`src/rtl/orange_frame_scheduler_if.sv`:
```
// orange_frame_scheduler_if
// Carries the steering command from the frame scheduler to the motor-control side.
// Uses a valid/ready handshake. The scheduler drives the master modport and the
// consumer drives the slave modport.
interface orange_frame_scheduler_if #(
   parameter int CNT_W = 18
) ();
   logic             cmd_valid;
   logic             cmd_ready;
   logic [2:0]       cmd_dir;
   logic [CNT_W-1:0] cmd_count;

   modport master (
      output cmd_valid,
      output cmd_dir,
      output cmd_count,
      input  cmd_ready
   );

   modport slave (
      input  cmd_valid,
      input  cmd_dir,
      input  cmd_count,
      output cmd_ready
   );
endinterface

```
`src/rtl/orange_frame_scheduler.sv`:
```
// orange_frame_scheduler
// Per-frame orange-pixel binning into left/centre/right column zones, a frame-end
// steering decision, and multi-frame confirmation before a command is handed to
// motor control.
// Optional feature macro: ORANGE_CONFIRM_EN. When it is defined, CONFIRM_FRAMES
// identical candidates are needed to issue a command. When it is undefined, any
// single error-free frame confirms.
module orange_frame_scheduler #(
   parameter int H_PIXELS       = 320,
   parameter int V_LINES        = 240,
   parameter int LEFT_EDGE      = 50,
   parameter int RIGHT_EDGE     = 270,
   parameter int DETECT_THRESH  = 19200,
   parameter int MIN_PIXELS     = 64,
   parameter int CONFIRM_FRAMES = 3,
   parameter int CNT_W          = 18
) (
   input  logic                        clk,
   input  logic                        rst_n,
   input  logic                        enable,
   input  logic                        vsync,
   input  logic                        href,
   input  logic                        pixel_valid,
   input  logic                        is_orange,
   orange_frame_scheduler_if.master    cmd,
   output logic                        frame_done,
   output logic                        frame_err,
   output logic                        busy
);

   typedef enum logic [2:0] {IDLE, WAIT_FRAME, ACTIVE, EVAL, DECIDE} state_t;

   localparam logic [2:0] DIR_NONE   = 3'b000;
   localparam logic [2:0] DIR_LEFT   = 3'b001;
   localparam logic [2:0] DIR_RIGHT  = 3'b010;
   localparam logic [2:0] DIR_CENTRE = 3'b011;
   localparam logic [2:0] DIR_STOP   = 3'b100;

   localparam logic [CNT_W-1:0] H_LIM   = CNT_W'(H_PIXELS);
   localparam logic [CNT_W-1:0] V_LIM   = CNT_W'(V_LINES);
   localparam logic [CNT_W-1:0] L_EDGE  = CNT_W'(LEFT_EDGE);
   localparam logic [CNT_W-1:0] R_EDGE  = CNT_W'(RIGHT_EDGE);
   localparam logic [CNT_W-1:0] THRESH  = CNT_W'(DETECT_THRESH);
   localparam logic [CNT_W-1:0] MIN_PIX = CNT_W'(MIN_PIXELS);

   // The confirm counter stops climbing at the confirmation depth.
   // Holding there keeps a confirmed change alive while a command is still pending.
   localparam logic [3:0] CONF_MAX = 4'(CONFIRM_FRAMES);
`ifdef ORANGE_CONFIRM_EN
   localparam logic [3:0] CONF_LIM = CONF_MAX;
`else
   localparam logic [3:0] CONF_LIM = 4'd1;
`endif

   state_t           state, state_nxt;
   logic             vsync_q, href_q;
   logic             vsync_rise, vsync_fall, href_fall, pix_q;
   logic [CNT_W-1:0] col_cnt, line_cnt, left_cnt, centre_cnt, right_cnt, total_cnt;
   logic             geom_bad;
   logic [2:0]       cand_c, cand_r, prev_cand, last_dir;
   logic             eval_err, err_r;
   logic [3:0]       conf_cnt, conf_nxt;
   logic             issue;
   logic             cmd_valid_r;
   logic [2:0]       cmd_dir_r;
   logic [CNT_W-1:0] cmd_count_r;

   function automatic logic [CNT_W-1:0] sat_inc(input logic [CNT_W-1:0] v);
      return (&v) ? v : v + 1'b1;
   endfunction

   assign vsync_rise = vsync & ~vsync_q;
   assign vsync_fall = ~vsync & vsync_q;
   assign href_fall  = ~href & href_q;
   assign pix_q      = pixel_valid & href;

   assign cmd.cmd_valid = cmd_valid_r;
   assign cmd.cmd_dir   = cmd_dir_r;
   assign cmd.cmd_count = cmd_count_r;

   // State register
   always_ff @(posedge clk) begin
      if (!rst_n) state <= IDLE;
      else        state <= state_nxt;
   end

   // Next-state selection and per-state strobes
   always_comb begin
      state_nxt  = state;
      frame_done = 1'b0;
      frame_err  = 1'b0;
      busy       = (state != IDLE);
      case (state)
         IDLE:       if (enable) state_nxt = WAIT_FRAME;
         WAIT_FRAME: begin
            if (!enable)         state_nxt = IDLE;
            else if (vsync_fall) state_nxt = ACTIVE;
         end
         ACTIVE:     if (vsync_rise) state_nxt = EVAL;
         EVAL:       state_nxt = DECIDE;
         DECIDE: begin
            frame_done = 1'b1;
            frame_err  = err_r;
            state_nxt  = WAIT_FRAME;
         end
         default:    state_nxt = IDLE;
      endcase
   end

   // Frame-end candidate: bad geometry first, then stop, then too few pixels, then zone vote
   always_comb begin
      cand_c   = DIR_NONE;
      eval_err = 1'b0;
      if (geom_bad || (line_cnt != V_LIM))
         eval_err = 1'b1;
      else if (total_cnt > THRESH)
         cand_c = DIR_STOP;
      else if (total_cnt < MIN_PIX)
         cand_c = DIR_NONE;
      else if ((left_cnt > right_cnt) && (left_cnt > centre_cnt))
         cand_c = DIR_LEFT;
      else if ((right_cnt > left_cnt) && (right_cnt > centre_cnt))
         cand_c = DIR_RIGHT;
      else
         cand_c = DIR_CENTRE;
   end

   // Confirmation count for this frame and the decision to issue a command
   always_comb begin
      conf_nxt = 4'd1;
      if (err_r)
         conf_nxt = 4'd0;
      else if (cand_r == prev_cand)
         conf_nxt = (conf_cnt >= CONF_MAX) ? conf_cnt : conf_cnt + 4'd1;
      issue = (conf_nxt != 4'd0) && (conf_nxt >= CONF_LIM) &&
              (cand_r != last_dir) && !cmd_valid_r;
   end

   // Edge history, pixel counting, and the command holding register
   always_ff @(posedge clk) begin
      if (!rst_n) begin
         vsync_q     <= 1'b0;
         href_q      <= 1'b0;
         col_cnt     <= '0;
         line_cnt    <= '0;
         left_cnt    <= '0;
         centre_cnt  <= '0;
         right_cnt   <= '0;
         total_cnt   <= '0;
         geom_bad    <= 1'b0;
         cand_r      <= DIR_NONE;
         err_r       <= 1'b0;
         prev_cand   <= DIR_NONE;
         last_dir    <= DIR_NONE;
         conf_cnt    <= 4'd0;
         cmd_valid_r <= 1'b0;
         cmd_dir_r   <= DIR_NONE;
         cmd_count_r <= '0;
      end else begin
         vsync_q <= vsync;
         href_q  <= href;

         if (state == WAIT_FRAME && vsync_fall) begin
            col_cnt    <= '0;
            line_cnt   <= '0;
            left_cnt   <= '0;
            centre_cnt <= '0;
            right_cnt  <= '0;
            total_cnt  <= '0;
            geom_bad   <= 1'b0;
         end else if (state == ACTIVE) begin
            // A qualified pixel needs href high and href_fall needs href low,
            // so the two branches never fire together.
            if (pix_q) begin
               col_cnt <= sat_inc(col_cnt);
               if (col_cnt >= H_LIM)
                  geom_bad <= 1'b1;
               else if (is_orange && (line_cnt < V_LIM)) begin
                  total_cnt <= sat_inc(total_cnt);
                  if (col_cnt < L_EDGE)      left_cnt   <= sat_inc(left_cnt);
                  else if (col_cnt < R_EDGE) centre_cnt <= sat_inc(centre_cnt);
                  else                       right_cnt  <= sat_inc(right_cnt);
               end
            end
            if (href_fall) begin
               col_cnt  <= '0;
               line_cnt <= sat_inc(line_cnt);
               if (col_cnt < H_LIM) geom_bad <= 1'b1;
            end
         end

         if (state == EVAL) begin
            cand_r <= cand_c;
            err_r  <= eval_err;
         end

         if (cmd_valid_r && cmd.cmd_ready)
            cmd_valid_r <= 1'b0;

         if (state == DECIDE) begin
            conf_cnt  <= conf_nxt;
            prev_cand <= cand_r;
            if (issue) begin
               cmd_valid_r <= 1'b1;
               cmd_dir_r   <= cand_r;
               cmd_count_r <= total_cnt;
               last_dir    <= cand_r;
            end
         end
      end
   end

endmodule

```
`src/flat_wrapper.sv`:
```
// flat-port wrapper written by rule: the top's interface ports become plain ports
module orange_frame_scheduler_flat 
#(
   parameter int H_PIXELS       = 320,
   parameter int V_LINES        = 240,
   parameter int LEFT_EDGE      = 50,
   parameter int RIGHT_EDGE     = 270,
   parameter int DETECT_THRESH  = 19200,
   parameter int MIN_PIXELS     = 64,
   parameter int CONFIRM_FRAMES = 3,
   parameter int CNT_W          = 18
)
  (clk, rst_n, enable, vsync, href, pixel_valid, is_orange, frame_done, frame_err, busy, cmd_cmd_valid, cmd_cmd_dir, cmd_cmd_count, cmd_cmd_ready);
  orange_frame_scheduler_if #(.CNT_W(CNT_W)) cmd_i ();
  input  logic clk;
  input  logic rst_n;
  input  logic enable;
  input  logic vsync;
  input  logic href;
  input  logic pixel_valid;
  input  logic is_orange;
  output logic frame_done;
  output logic frame_err;
  output logic busy;
  output wire logic [$bits(cmd_i.cmd_valid)-1:0] cmd_cmd_valid;
  output wire logic [$bits(cmd_i.cmd_dir)-1:0] cmd_cmd_dir;
  output wire logic [$bits(cmd_i.cmd_count)-1:0] cmd_cmd_count;
  input wire logic [$bits(cmd_i.cmd_ready)-1:0] cmd_cmd_ready;
  assign cmd_cmd_valid = cmd_i.cmd_valid;
  assign cmd_cmd_dir = cmd_i.cmd_dir;
  assign cmd_cmd_count = cmd_i.cmd_count;
  assign cmd_i.cmd_ready = cmd_cmd_ready;
  orange_frame_scheduler #(.H_PIXELS(H_PIXELS), .V_LINES(V_LINES), .LEFT_EDGE(LEFT_EDGE), .RIGHT_EDGE(RIGHT_EDGE), .DETECT_THRESH(DETECT_THRESH), .MIN_PIXELS(MIN_PIXELS), .CONFIRM_FRAMES(CONFIRM_FRAMES), .CNT_W(CNT_W)) u_core (.clk(clk), .rst_n(rst_n), .enable(enable), .vsync(vsync), .href(href), .pixel_valid(pixel_valid), .is_orange(is_orange), .cmd(cmd_i), .frame_done(frame_done), .frame_err(frame_err), .busy(busy));
endmodule
```
`config.mk`:
```
export PLATFORM = sky130hd
export DESIGN_NAME = orange_frame_scheduler_flat
export DESIGN_NICKNAME = d
export VERILOG_FILES = /design/src/rtl/orange_frame_scheduler_if.sv /design/src/rtl/orange_frame_scheduler.sv /design/src/flat_wrapper.sv
export SDC_FILE = /design/constraint.sdc
export NUM_CORES = 1
export LEC_CHECK = 0
export CAP_MARGIN = 20
export CORE_MARGIN = 5
export CORE_UTILIZATION = 52
export DETAILED_ROUTE_END_ITERATION = 8
export GPL_TIMING_DRIVEN = 0
export PLACE_DENSITY_LB_ADDON = 0.1
export SLEW_MARGIN = 20
export SYNTH_ARGS = -nofsm -noshare
export SYNTH_HDL_FRONTEND = slang
export SYNTH_SLANG_ARGS = --single-unit
```
`constraint.sdc`:
```
create_clock -name clk -period 3.3 [get_ports clk]
set_input_delay 0.495 -clock clk [delete_from_list [all_inputs] [get_ports clk]]
set_output_delay 0.495 -clock clk [all_outputs]
set_load 0.05 [all_outputs]
```
==> results of run 1 <==
logic make-up after synthesis:
kind of cell               share of synthesized area, %
xor gates and xnor gates                           7.64
AOI/OAI and AO/OA                                  12.8
and+or+nand+nor                                    28.8
muxes                                             0.492
adders and majority gates                          9.68
DFF                                                36.1
buffers and inverters                              4.50
area by class of cell:
class | count | share of cell area [%]
buffer | 33 | 1.55
clock buffer | 20 | 4.77
clock inverter | 12 | 1.91
inverter | 59 | 2.37
multi-input combinational | 757 | 51.7
sequential | 147 | 31.5
tap | 211 | 2.82
timing repair buffer | 32 | 3.42
registers in the layout, indices dropped and copies added (netlist names), 4 cells and up:
signal and cells:
u_core.centre_cnt 18, u_core.cmd.cmd_count 18, u_core.col_cnt 18, u_core.left_cnt 18, u_core.line_cnt 18, u_core.right_cnt 18
u_core.total_cnt 18, u_core.conf_cnt 4
layer usage:
metal | GRT usage (%) | vias up | part of all wire, %
met3 | 4.55 | 28 | 5.3
li1 | - | 3711 | -
met5 | 0 | - | 0
met1 | 33.5 | 3378 | 50
met4 | 4.98 | 0 | 1.3
met2 | 34.6 | 186 | 43
cell usage after synthesis, drive strengths merged, types with 16 or more instances:
cell / instances / area, um^2
nor4: 16 / 121
nand4: 59 / 369
nand2: 84 / 315
and3: 16 / 100
inv: 59 / 221
nor3: 20 / 123
a21oi: 59 / 295
clkbuf: 23 / 86.3
nand3: 69 / 350
ha: 63 / 788
xor2: 36 / 315
nor2: 103 / 394
xnor2: 35 / 307
or3: 29 / 181
dfxtp: 147 / 2940
o21ai: 60 / 304
stage by stage:
step / setup TNS (ns) / worst slack (ns) / hold WS [ns] / cells / utilization (%)
floorplan: 0 / 0.778 / 0.430 / 996 / -
global placement: -8.32 / -0.276 / 0.446 / 1239 / 57.2
detailed placement: 0 / 0.0299 / 0.450 / 1239 / 57.2
CTS: 0 / 0.390 / 0.459 / 1271 / 61.3
global route: 0 / 0.0720 / 0.488 / 1271 / 61.3
finish: 0 / 0.382 / 0.454 / 1271 / 61.3
worst max-delay path: stages, from the launching register on:
cell,delay [ns]
dfxtp_1,0.35
nor4_1,0.45
nand4b_1,0.60
nor2_1,0.47
nand4_1,0.21
clkbuf_1,0.25
or3_1,0.38
a21oi_1,0.14
where the power goes:
part | switching [W] | total [W] | internal, W
registers | 0.000000933 | 0.00178 | 0.00178
logic | 0.0000607 | 0.0000813 | 0.0000206
clock network | 0.000760 | 0.00205 | 0.00129
path summary, 6_finish.rpt:
kind | depth (start not counted) | slack, ns | end | from
worst max-delay path | 7 | 0.38 | u_core.centre_cnt[15]$_SDFFE_PP0P_ | u_core.col_cnt[13]$_SDFFE_PP0P_
worst min-delay path | 2 | 0.45 | u_core.conf_cnt[3]$_SDFFE_PN0P_ | u_core.conf_cnt[3]$_SDFFE_PN0P_
worst max register to register | 7 | 0.38 | u_core.centre_cnt[15]$_SDFFE_PP0P_ | u_core.col_cnt[13]$_SDFFE_PP0P_
worst min register to register | 2 | 0.45 | u_core.conf_cnt[3]$_SDFFE_PN0P_ | u_core.conf_cnt[3]$_SDFFE_PN0P_
==> results.tsv, run 1 <==
stage	metric	value	unit
cts	root_buffer	clkbuf_16	
die	row_count	45	
finish	diodes	0	
timing	final_hold_viol_count	0	
grt	grt-ovfl-total	0	
grt	grt_start_max_net_pins	17	
die	start_util	53.4	%
synth	synth_fp_nets	1067	
drt	drt-pass1-iter-count	5	
critical_path	cp.arrival	3.27	ns
grt	track_usage	22.8	%
cts	insertion_delay	0.43	ns
synth	syn-cell-area	8140	um^2
drt	detail-route-antenna-nets	0	
drt	vias	7303	
timing	worst_pin_slew	1.05	ns
critical_path	critPathLaunchType	flop	
place	routabilityCongestion	0.851	
drt	drc	0	
finish	multiInputGateArea	4840	um^2
power	ir_worst_vdd	0.000360	V
finish	layout_commonest_cell	dfxtp_1	
die	die_w	135	um
timing	max_slew_margin	29.5	%
synth	yosysWarnings	0	
die	dieArea	18300	um^2
grt	grt_pass1_wl	33.6	mm
timing	rsz0062_at_grt	no	
power	power.leakage	3.27	nW
cts	cts_hold_buf	0	
cts	cts-resized-gates	0	
synth	ys_types	59	
synth	syn_avg_cell_area	8.17	um^2
place	hpwl	14.9	mm
critical_path	path_max_fanout	10	
cts	cts_tree	yes	
drt	drt_iter0_markers	467	
cts	postCtsSetupBuffers	0	
synth	ys.flop_type	dfxtp_1	
cts	clockBufferDepth	2	
timing	fin_crit	2.92	ns
status	status	completed	
synth	async_reset_ff_share	0	%
finish	ff_latch_area	2940	um^2
synth	synth-edff-count	0	
timing	timing.final.crit_share	88.4	%
finish	most-common-layout-cells	dfxtp_1, nor2_1, nand2_1, nand3_1, ha_1	
synth	ys_ff_latch	147	
critical_path	endpoint_kind	flop	
synth	ys_seq_area_share	36.1	%
finish	drive_above_1_share	4.53	%
die	num_io_pins	33	
timing	setup_viol_count_final	0	
run	maxCapViolCount	0	
cts	clk_pin_slew	0.06	ns
place	portBuffers	32	
synth	netlist_instances	996	
cts	cts-buffers-inserted	17	
grt	grt_antenna_before_repair	0	
cts	cts.sinks	147	
finish	stdcell_area	9360	um^2
grt	grt_pass1_vias	6502	
critical_path	critPathRequiredTime	3.66	ns
drt	wl_per_cell	16.0	um
critical_path	worst-setup-path-type	reg2reg	
drt	wl	20.4	mm
finish	synthToLayoutAreaGrowth	14.9	%
die	core-area	15300	um^2
die	die_h	135	um
timing	max_freq	343	MHz
drt	viasPerCell	5.75	
finish	final_nets	1118	
finish	fill_cells	1372	
cts	htreeDepth	4	
place	place_area	8730	um^2
worst_hold_path	hp-class	reg2reg	
timing	drv_slew	0	
timing	fin_skew	0.00723	ns
power	total_power	0.00390	W
power	powerDensity	417	nW/um^2
Power figures use the tool's default switching activity.
==> inputs of run 2 (changes only) <==
--- a/config.mk
+++ b/config.mk
@@ -11,6 +11,7 @@
 export DETAILED_ROUTE_END_ITERATION = 8
 export GPL_TIMING_DRIVEN = 0
 export PLACE_DENSITY_LB_ADDON = 0.1
+export SKIP_CTS_REPAIR_TIMING = 1
 export SLEW_MARGIN = 20
 export SYNTH_ARGS = -nofsm -noshare
 export SYNTH_HDL_FRONTEND = slang
==> results of run 2 <==
No change in the layout: final DEF, timing and power equal those of run 1.
